--- src/rtl/ram_cmd_arbiter.sv ---
// ram_cmd_arbiter: shares one single-port RAM command channel between two
// requesters (port 0 = SPI slave word stream, port 1 = host/BIST port).
// Grants round-robin in IDLE, locks the RAM to the owner across an
// address+data pair, forwards each accepted word as a one-cycle strobe and
// routes the read response back to the port that issued the read.
module ram_cmd_arbiter #(
  parameter int LOCK_TIMEOUT = 16,
  parameter int RD_TIMEOUT   = 8
) (
  input  logic       clk,
  input  logic       rst_n,
  input  logic       req0_valid,
  input  logic [9:0] req0_data,
  output logic       req0_ready,
  output logic       rsp0_valid,
  output logic [7:0] rsp0_data,
  input  logic       req1_valid,
  input  logic [9:0] req1_data,
  output logic       req1_ready,
  output logic       rsp1_valid,
  output logic [7:0] rsp1_data,
  output logic [9:0] ram_din,
  output logic       ram_rx_valid,
  input  logic [7:0] ram_dout,
  input  logic       ram_tx_valid,
  output logic       owner,
  output logic       busy,
  output logic       err_timeout
);

  typedef enum logic [1:0] {
    IDLE    = 2'd0,
    LOCKED  = 2'd1,
    WAIT_RD = 2'd2
  } state_t;

  localparam logic [1:0] OP_WR_ADDR = 2'b00;
  localparam logic [1:0] OP_WR_DATA = 2'b01;
  localparam logic [1:0] OP_RD_ADDR = 2'b10;
  localparam logic [1:0] OP_RD_DATA = 2'b11;

  localparam int LCW = $clog2(LOCK_TIMEOUT + 1);
  localparam int RCW = $clog2(RD_TIMEOUT + 1);

  // The last idle cycle allowed: the timeout fires when this cycle also
  // passes without the awaited event.
  localparam logic [LCW-1:0] LOCK_LAST = LCW'(LOCK_TIMEOUT - 1);
  localparam logic [RCW-1:0] RD_LAST   = RCW'(RD_TIMEOUT - 1);
  localparam logic [LCW-1:0] LOCK_MAX  = '1;
  localparam logic [RCW-1:0] RD_MAX    = '1;

  state_t         state, state_next;
  logic [LCW-1:0] lock_cnt, lock_cnt_next;
  logic [RCW-1:0] rd_cnt, rd_cnt_next;
  logic           last_owner;
  logic           err_next;
  logic           rsp_fire;

  logic           sel0, sel1;
  logic           hs0, hs1, hs;
  logic [9:0]     hs_word;
  logic [1:0]     hs_op;

  // Round-robin pick: a lone valid port wins; on a tie the port that was
  // not granted last time wins.
  assign sel0 = req0_valid && (!req1_valid || last_owner);
  assign sel1 = req1_valid && (!req0_valid || !last_owner);

  // NOTE: ready is purely combinational from valid and registered state, so
  // the requester sees acceptance in the same cycle it presents the word.
  assign req0_ready = ((state == IDLE) && sel0) || ((state == LOCKED) && !owner);
  assign req1_ready = ((state == IDLE) && sel1) || ((state == LOCKED) && owner);

  assign hs0     = req0_valid && req0_ready;
  assign hs1     = req1_valid && req1_ready;
  assign hs      = hs0 || hs1;
  assign hs_word = hs1 ? req1_data : req0_data;
  assign hs_op   = hs_word[9:8];

  assign busy = (state != IDLE);

  // State register.
  always_ff @(posedge clk) begin
    if (!rst_n) begin
      state <= IDLE;
    end else begin
      state <= state_next;
    end
  end

  // Next-state, timeout counters, error and response-fire decisions.
  always_comb begin
    // NOTE: every variable gets a default before the case so no path leaves
    // one unassigned, which would otherwise infer a latch.
    state_next    = state;
    lock_cnt_next = lock_cnt;
    rd_cnt_next   = rd_cnt;
    err_next      = 1'b0;
    rsp_fire      = 1'b0;

    unique case (state)
      IDLE: begin
        lock_cnt_next = '0;
        rd_cnt_next   = '0;
        if (hs) begin
          unique case (hs_op)
            OP_WR_ADDR, OP_RD_ADDR: state_next = LOCKED;
            OP_RD_DATA:             state_next = WAIT_RD;
            default:                state_next = IDLE;  // write data: RAM reuses latched address
          endcase
        end
      end

      LOCKED: begin
        if (hs) begin
          // An owner handshake always beats a timeout landing in the same cycle.
          lock_cnt_next = '0;
          unique case (hs_op)
            OP_WR_ADDR, OP_RD_ADDR: state_next = LOCKED;
            OP_WR_DATA:             state_next = IDLE;
            default: begin
              state_next  = WAIT_RD;
              rd_cnt_next = '0;
            end
          endcase
        end else if (lock_cnt == LOCK_LAST) begin
          state_next    = IDLE;
          err_next      = 1'b1;
          lock_cnt_next = '0;
        end else if (lock_cnt != LOCK_MAX) begin
          lock_cnt_next = lock_cnt + LCW'(1);
        end
      end

      WAIT_RD: begin
        if (ram_tx_valid) begin
          // A response in the final allowed cycle still counts.
          rsp_fire    = 1'b1;
          state_next  = IDLE;
          rd_cnt_next = '0;
        end else if (rd_cnt == RD_LAST) begin
          state_next  = IDLE;
          err_next    = 1'b1;
          rd_cnt_next = '0;
        end else if (rd_cnt != RD_MAX) begin
          rd_cnt_next = rd_cnt + RCW'(1);
        end
      end

      default: begin
        state_next    = IDLE;
        lock_cnt_next = '0;
        rd_cnt_next   = '0;
      end
    endcase
  end

  // Registered datapath: counters, ownership, RAM strobe and responses.
  always_ff @(posedge clk) begin
    // NOTE: sequential state uses non-blocking assignments so every register
    // samples the pre-edge values regardless of statement order.
    if (!rst_n) begin
      lock_cnt     <= '0;
      rd_cnt       <= '0;
      last_owner   <= 1'b1;
      owner        <= 1'b0;
      ram_din      <= '0;
      ram_rx_valid <= 1'b0;
      err_timeout  <= 1'b0;
      rsp0_valid   <= 1'b0;
      rsp0_data    <= '0;
      rsp1_valid   <= 1'b0;
      rsp1_data    <= '0;
    end else begin
      lock_cnt     <= lock_cnt_next;
      rd_cnt       <= rd_cnt_next;
      err_timeout  <= err_next;
      ram_rx_valid <= hs;
      rsp0_valid   <= 1'b0;
      rsp1_valid   <= 1'b0;

      if (hs) begin
        ram_din    <= hs_word;
        owner      <= hs1;
        last_owner <= hs1;
      end

      if (rsp_fire) begin
        if (owner) begin
          rsp1_valid <= 1'b1;
          rsp1_data  <= ram_dout;
        end else begin
          rsp0_valid <= 1'b1;
          rsp0_data  <= ram_dout;
        end
      end
    end
  end

endmodule

--- config.mk ---
export PLATFORM = sky130hd
export DESIGN_NAME = ram_cmd_arbiter
export DESIGN_NICKNAME = d
export VERILOG_FILES = /design/src/rtl/ram_cmd_arbiter.sv
export SDC_FILE = /design/constraint.sdc
export NUM_CORES = 1
export LEC_CHECK = 0
export ABC_CLOCK_PERIOD_IN_PS = 3200
export BUFFER_PORTS_ARGS = -buffer_cell sky130_fd_sc_hd__buf_2
export CAP_MARGIN = 5
export CELL_PAD_IN_SITES_DETAIL_PLACEMENT = 1
export CELL_PAD_IN_SITES_GLOBAL_PLACEMENT = 2
export CORE_MARGIN = 4
export CORE_UTILIZATION = 30
export DETAILED_ROUTE_END_ITERATION = 8
export GPL_TIMING_DRIVEN = 0
export PLACE_DENSITY_LB_ADDON = 0.05
export SYNTH_ARGS = -nofsm -noshare
export SYNTH_HDL_FRONTEND = slang
export SYNTH_SLANG_ARGS = --single-unit
--- constraint.sdc ---
create_clock -name clk -period 3.2 [get_ports clk]
set_clock_uncertainty 0.2 [all_clocks]
set_input_delay 0.16 -clock clk [delete_from_list [all_inputs] [get_ports clk]]
set_output_delay 0.16 -clock clk [all_outputs]
set_load 0.05 [all_outputs]
======== After elaboration in Yosys (flattened, before gate mapping) ========
Index checks and enable logic that the tools add are counted.
storage, ports and cells
  register bits ........................... 43
  input bits .............................. 33
  output and inout port bits .............. 34
  word-level logic and storage cells ...... 88
operators by class
  add/sub/neg operators ................... 2
  equal/unequal tests ..................... 16
  multiplexer cells ....................... 28
  bitwise logic cells ..................... 2
  reduce and logical (&&, ||, !) cells .... 28
operator list
  operator                                                                number
  4-bit two-way mux                                                       5
  5-bit two-way mux                                                       3
  10-bit two-way mux                                                      1
  2-bit two-way mux                                                       5
  5-bit one-hot mux with 2 select lines                                   1
  1-bit logical AND                                                       8
  1-bit two-way mux                                                       8
  4-bit inequality test (second input constant)                           2
  2-bit one-hot mux with 2 select lines                                   2
  4-bit one-hot mux with 2 select lines                                   1
  2-bit AND reduction                                                     4
  2-bit equality test (second input constant)                             3
  2-bit inequality test (second input constant)                           3
  2-bit one-hot mux with 3 select lines                                   1
  3-bit AND reduction                                                     2
  5-bit by 1-bit adder with 5-bit output (second input constant)          1
  5-bit by 4-bit equality test with 1-bit output (second input constant)  1
  1-bit logical OR                                                        5
  5-bit inequality test (second input constant)                           1
  4-bit by 1-bit adder with 4-bit output (second input constant)          1
  2-bit by 1-bit equality test with 1-bit output (second input constant)  2
  4-bit by 3-bit equality test with 1-bit output (second input constant)  1
  1-bit logical NOT                                                       4
  2-bit logical NOT                                                       2
  other kinds (8)                                                         9

======== Longest topological paths before layout ========
  depth in word-level cells ............... 12
  depth in mapped cells ................... 8
  depth with buffers taken out ............ 7

======== Least setup slack after synthesis ========
OpenSTA, ideal clock, no wires.
  path type ............................... register to register
  start point ............................. register state[0]
  end point ............................... register ram_din[5]
  library setup time ...................... 121 ps
  data arrival time ....................... 2005 ps
  required time ........................... 2879 ps
  setup slack ............................. 874 ps
  stages on the path, launching flop included .. 8
  path buffers ............................ 0
  period minus slack after synthesis ...... 2326 ps
  path through ............................ dfxtp_1 -> inv_1 -> ha_1 -> nand2_1 -> o22ai_1 -> nand2_1 -> mux2i_1 -> a21oi_1
between the ends
  cells in the longest elaborated chain, start to end .. 5
  elaborated cells on any way between the ends .. 12
  classes of those cells .................. eq/ne (1); mux (1); reduce/logical (10)
RTL lines
  what                                                                                        line  RTL
  start, declared                                                                             52    state_t state, state_next;
  start signal, assigned                                                                      87    state <= state_next;
  2-bit by 1-bit equality test with 1-bit output / 2-bit logical NOT (equally long branches)  71    assign req0_ready = ((state == IDLE) && sel0) || ((state == LOCKED) && !owner);
  1-bit logical AND                                                                           71
  1-bit logical OR (*)                                                                        71
  named net req0_ready                                                                        14    output logic req0_ready,
  1-bit logical AND (*)                                                                       74    assign hs0 = req0_valid && req0_ready;
  1-bit logical OR (*)                                                                        76    assign hs = hs0 || hs1;
  end signal, assigned                                                                        183   ram_din <= hs_word;
  end, declared                                                                               22    output logic [9:0] ram_din,
Mark *: on every way through the listed nets, which the timed path passes. The rest lies on a longest branch.
A chain may end at the register's enable or synchronous reset.

======== Worst setup path after layout ========
  start point ............................. register state[0]
  end point ............................... register ram_din[1]
between the ends
  cells in the longest elaborated chain, start to end .. 5
  elaborated cells on any way between the ends .. 12
  classes of those cells .................. eq/ne (1); mux (1); reduce/logical (10)
RTL lines
  what                                                                                        line
  2-bit by 1-bit equality test with 1-bit output / 2-bit logical NOT (equally long branches)  71, 72
  1-bit logical AND (on tied branches)                                                        72, 71
  1-bit logical OR (on tied branches)                                                         72, 71
  1-bit logical AND (on tied branches)                                                        75, 74
  10-bit two-way mux / 1-bit logical OR (equally long branches)                               77, 76
Parallel ways exist; a longest one is shown, timed or not.

==> flow_summary.yaml <==
drt:
  wl_per_cell_um: 14.6
  via_count: 1851
  ant_nets: 0
  finalWirelength_um: 5610
  drc: 0
  dr.pass1.iters: 4
  routed_via_density: 4.82
  drt-initial-drc-count: 45
clock_network:
  clock_path_buffers: 2
  htreeDepth: 2
  cts_root_buf: "clkbuf_8"
  cts_sinks: 43
  cts_setup_buffers: 0
  post_cts_resize_count: 0
  tritoncts: "done"
  clkLatencyLatePin_ns: 0.29
  clk_pin_slew_worst_paths_ns: 0.08
  cts_hold_buf: 15
  cts_buffers: 5
synthesis:
  yosysSeqAreaShare_pct: 44.7
  syn_inst: 220
  yosys_warnings: 0
  ys_ff_latch: 43
  synth_fa_ha_area_share_pct: 3.25
  yosys.area.top_type: "dfxtp_1"
  synth-main-ff-cell: "dfxtp_1"
  synth_nets: 258
  synth_compound_area_share_pct: 20.9
  synth_area_sq_um: 1930
  synth_top_family_by_area: "compound AO/OA/AOI/OAI gates"
  synth.distinct_cells: 45
  synth-simple-area-share_pct: 20.6
  synth.area.mux_share_pct: 6.82
  ys_async_sr_fraction_pct: 0
  synth_xor_xnor_area_share_pct: 0
  netlist.area_leader.share_pct: 44.7
  synth_area_leaders: "dfxtp_1, nand2_1, mux2i_1, a21oi_1, a211oi_1"
  avgSynthCellArea_sq_um: 8.75
  synth-edff-count: 0
worst_setup_path:
  cpPeakStageDelay_ns: 0.55
  cp_slowest_cell: "dlygate4sd3_1"
  ff2ff_setup_slack_ns: 0.65
  cp.required_ns: 3.16
  setup.worst_path.start_class: "flop"
  r2r-end: "ram_din[1]"
  criticalPathCategory: "reg -> reg"
  critical_path.startpoint: "state[0]"
  rr_worst_depth: 8
  r2r-start: "state[0]"
  cp_num_buf_inv: 3
  cp-end-kind: "flop"
  crit_chain: "inv_1 > ha_1 > a21boi_2 > o21ai_4 > buf_4 > mux2i_1 > dlygate4sd3_1 > a211oi_1"
  crit_arrival_ns: 2.51
  critical-path-top-delay-family: "buffers and inverters"
  cp_max_fo: 10
grt:
  grt_pass1_wl_um: 9410
  antenna_found_initial: 0
  grt_pass1_vias: 1910
  overflow: 0
  grt_usage_pct: 15.6
  grt_max_degree: 14
floorplanning:
  die_x_um: 88.1
  start_util_pct: 31.8
  rows: 28
  num_io_pins: 67
  dieArea_sq_um: 7760
  fp.coreArea_sq_um: 6060
  die_h_um: 88.1
layout:
  layout_commonest_cell: "buf_2"
  drive_gt1_share_pct: 27.2
  synthToLayoutAreaGrowth_pct: 36.7
  num_antenna_cells: 0
  fin_nets: 346
  layout_common_cells: "buf_2, nand2_1, dfxtp_1"
power_and_ir_drop:
  internal-power_uw: 1030
  p_sw_share_pct: 33.7
  p_sw_uw: 525
  peakVddDrop_v: 0.000299
  power_uw: 1560
  power_density_nw_per_um2: 592
  pwr-share-comb_pct: 29.9
  p_seq_share_pct: 38.1
  clockPowerShare_pct: 32.0
  total_leakage_power_uw: 0.00120
sta:
  timing.final.crit_share_pct: 79.6
  setup_viol_count_final: 0
  maxSlewViolCount: 0
  timing.fmax_mhz: 393
  relSlewSlack_pct: 58.7
  hold_violations: 0
  setup_tns_ns: 0
  worstMarginPinSlew_ns: 0.613
  min_period_ns: 2.55
  rsz0062_at_grt: "false"
placed_design:
  gp_congestion: 0.749
  io_buffers: 66
  place_hpwl_um: 4190
worst_hold_path:
  min_path_type: "in -> reg"
  min-delay-start: "req1_data[0]"
  hold_path_depth: 3
  min_to: "ram_din[0]"
outcome:
  status: "finished, final reports clean"
flow_run:
  maxCapViolCount: 0
cell type report:
type                            instances  area (sq um)
Fill cell                             762          3430
Multi-Input combinational cell        161           992
Sequential cell                        43           861
Timing Repair Buffer                   81           480
Tap cell                               75          93.8
Clock buffer                            6          72.6
Clock inverter                          2          60.1
Buffer                                 11          53.8
Inverter                                5          18.8
through the flow:
step | cell area [sq um] | utilization, % | hold WS [ns] | worst slack, ns | std cells
2_1_floorplan | 1930 | - | 0.0960 | 0.874 | 220
3_3_place_gp | 2350 | 38.8 | 0.216 | 1.01 | 361
3_5_place_dp | 2350 | 38.8 | 0.223 | 1.00 | 361
4_1_cts | 2630 | 43.4 | 0.00497 | 0.635 | 384
5_1_grt | 2630 | 43.4 | 0.0280 | 0.463 | 384
6_report | 2630 | 43.4 | 0.00477 | 0.654 | 384
state kept, by name (all words and copies together) (netlist names):
register	cells
rsp0_data	8
ram_rx_valid	1
lock_cnt	5
err_timeout	1
rsp0_valid	1
owner	1
rsp1_valid	1
rsp1_data	8
rd_cnt	4
last_owner	1
state	2
ram_din	10
metal layers:
metal	GRT usage (%)	share of wire (%)	vias to the layer above
li1	-	-	963
met1	21.4	48	849
met2	24.5	46	34
met3	4.14	5.1	5
met4	3.71	0.70	0
met5	0	0	-
how the worst max path moves through the flow:
stage / slack, ns / end / depth (start not counted)
3_5_place_dp: 1.0 / rd_cnt[2] / 7
2_1_floorplan: 0.87 / ram_din[5] / 7
4_1_cts: 0.64 / ram_din[1] / 8
3_3_place_gp: 1.01 / rd_cnt[2] / 7
6_report: 0.65 / ram_din[1] / 8
5_1_grt: 0.46 / ram_din[1] / 8
worst register-to-register path: stages (launching register included):
cell and delay [ns]:
dfxtp_1 0.34, inv_1 0.08, ha_1 0.30, a21boi_2 0.22
o21ai_4 0.22, buf_4 0.25, mux2i_1 0.19, dlygate4sd3_1 0.55
a211oi_1 0.06
cell families (layout without fill, tap and decap cells):
| logic type | count (synthesis) | count (layout) |
|---|---|---|
| AND/OR/NAND/NOR | 84 | 84 |
| AO/OA/AOI/OAI | 59 | 59 |
| flip-flops | 43 | 43 |
| buffers and inverters | 16 | 105 |
| multiplexers | 13 | 13 |
| adder cells (fa/ha/maj) | 5 | 5 |
cell usage after synthesis (3+ instances only):
| library cell | count |
|---|---|
| nor2_1 | 12 |
| nand3_1 | 6 |
| mux2i_1 | 12 |
| clkbuf_1 | 8 |
| and3_1 | 4 |
| inv_1 | 5 |
| o21ai_0 | 3 |
| nor2b_1 | 4 |
| o21ai_1 | 3 |
| o32ai_1 | 3 |
| a21oi_1 | 23 |
| nand2_1 | 44 |
| dfxtp_1 | 43 |
| ha_1 | 5 |
| a211oi_1 | 9 |
| a31oi_1 | 4 |
power groups by stage:
stage / clock network [uW] / logic [uW] / registers, uW
CTS: 518 / 472 / 594
global placement: 0 / 452 / 606
detailed placement: 0 / 454 / 606
global route: 543 / 509 / 598
floorplan: 0 / 219 / 717
finish: 498 / 466 / 594
Power figures use the tool's default switching activity.
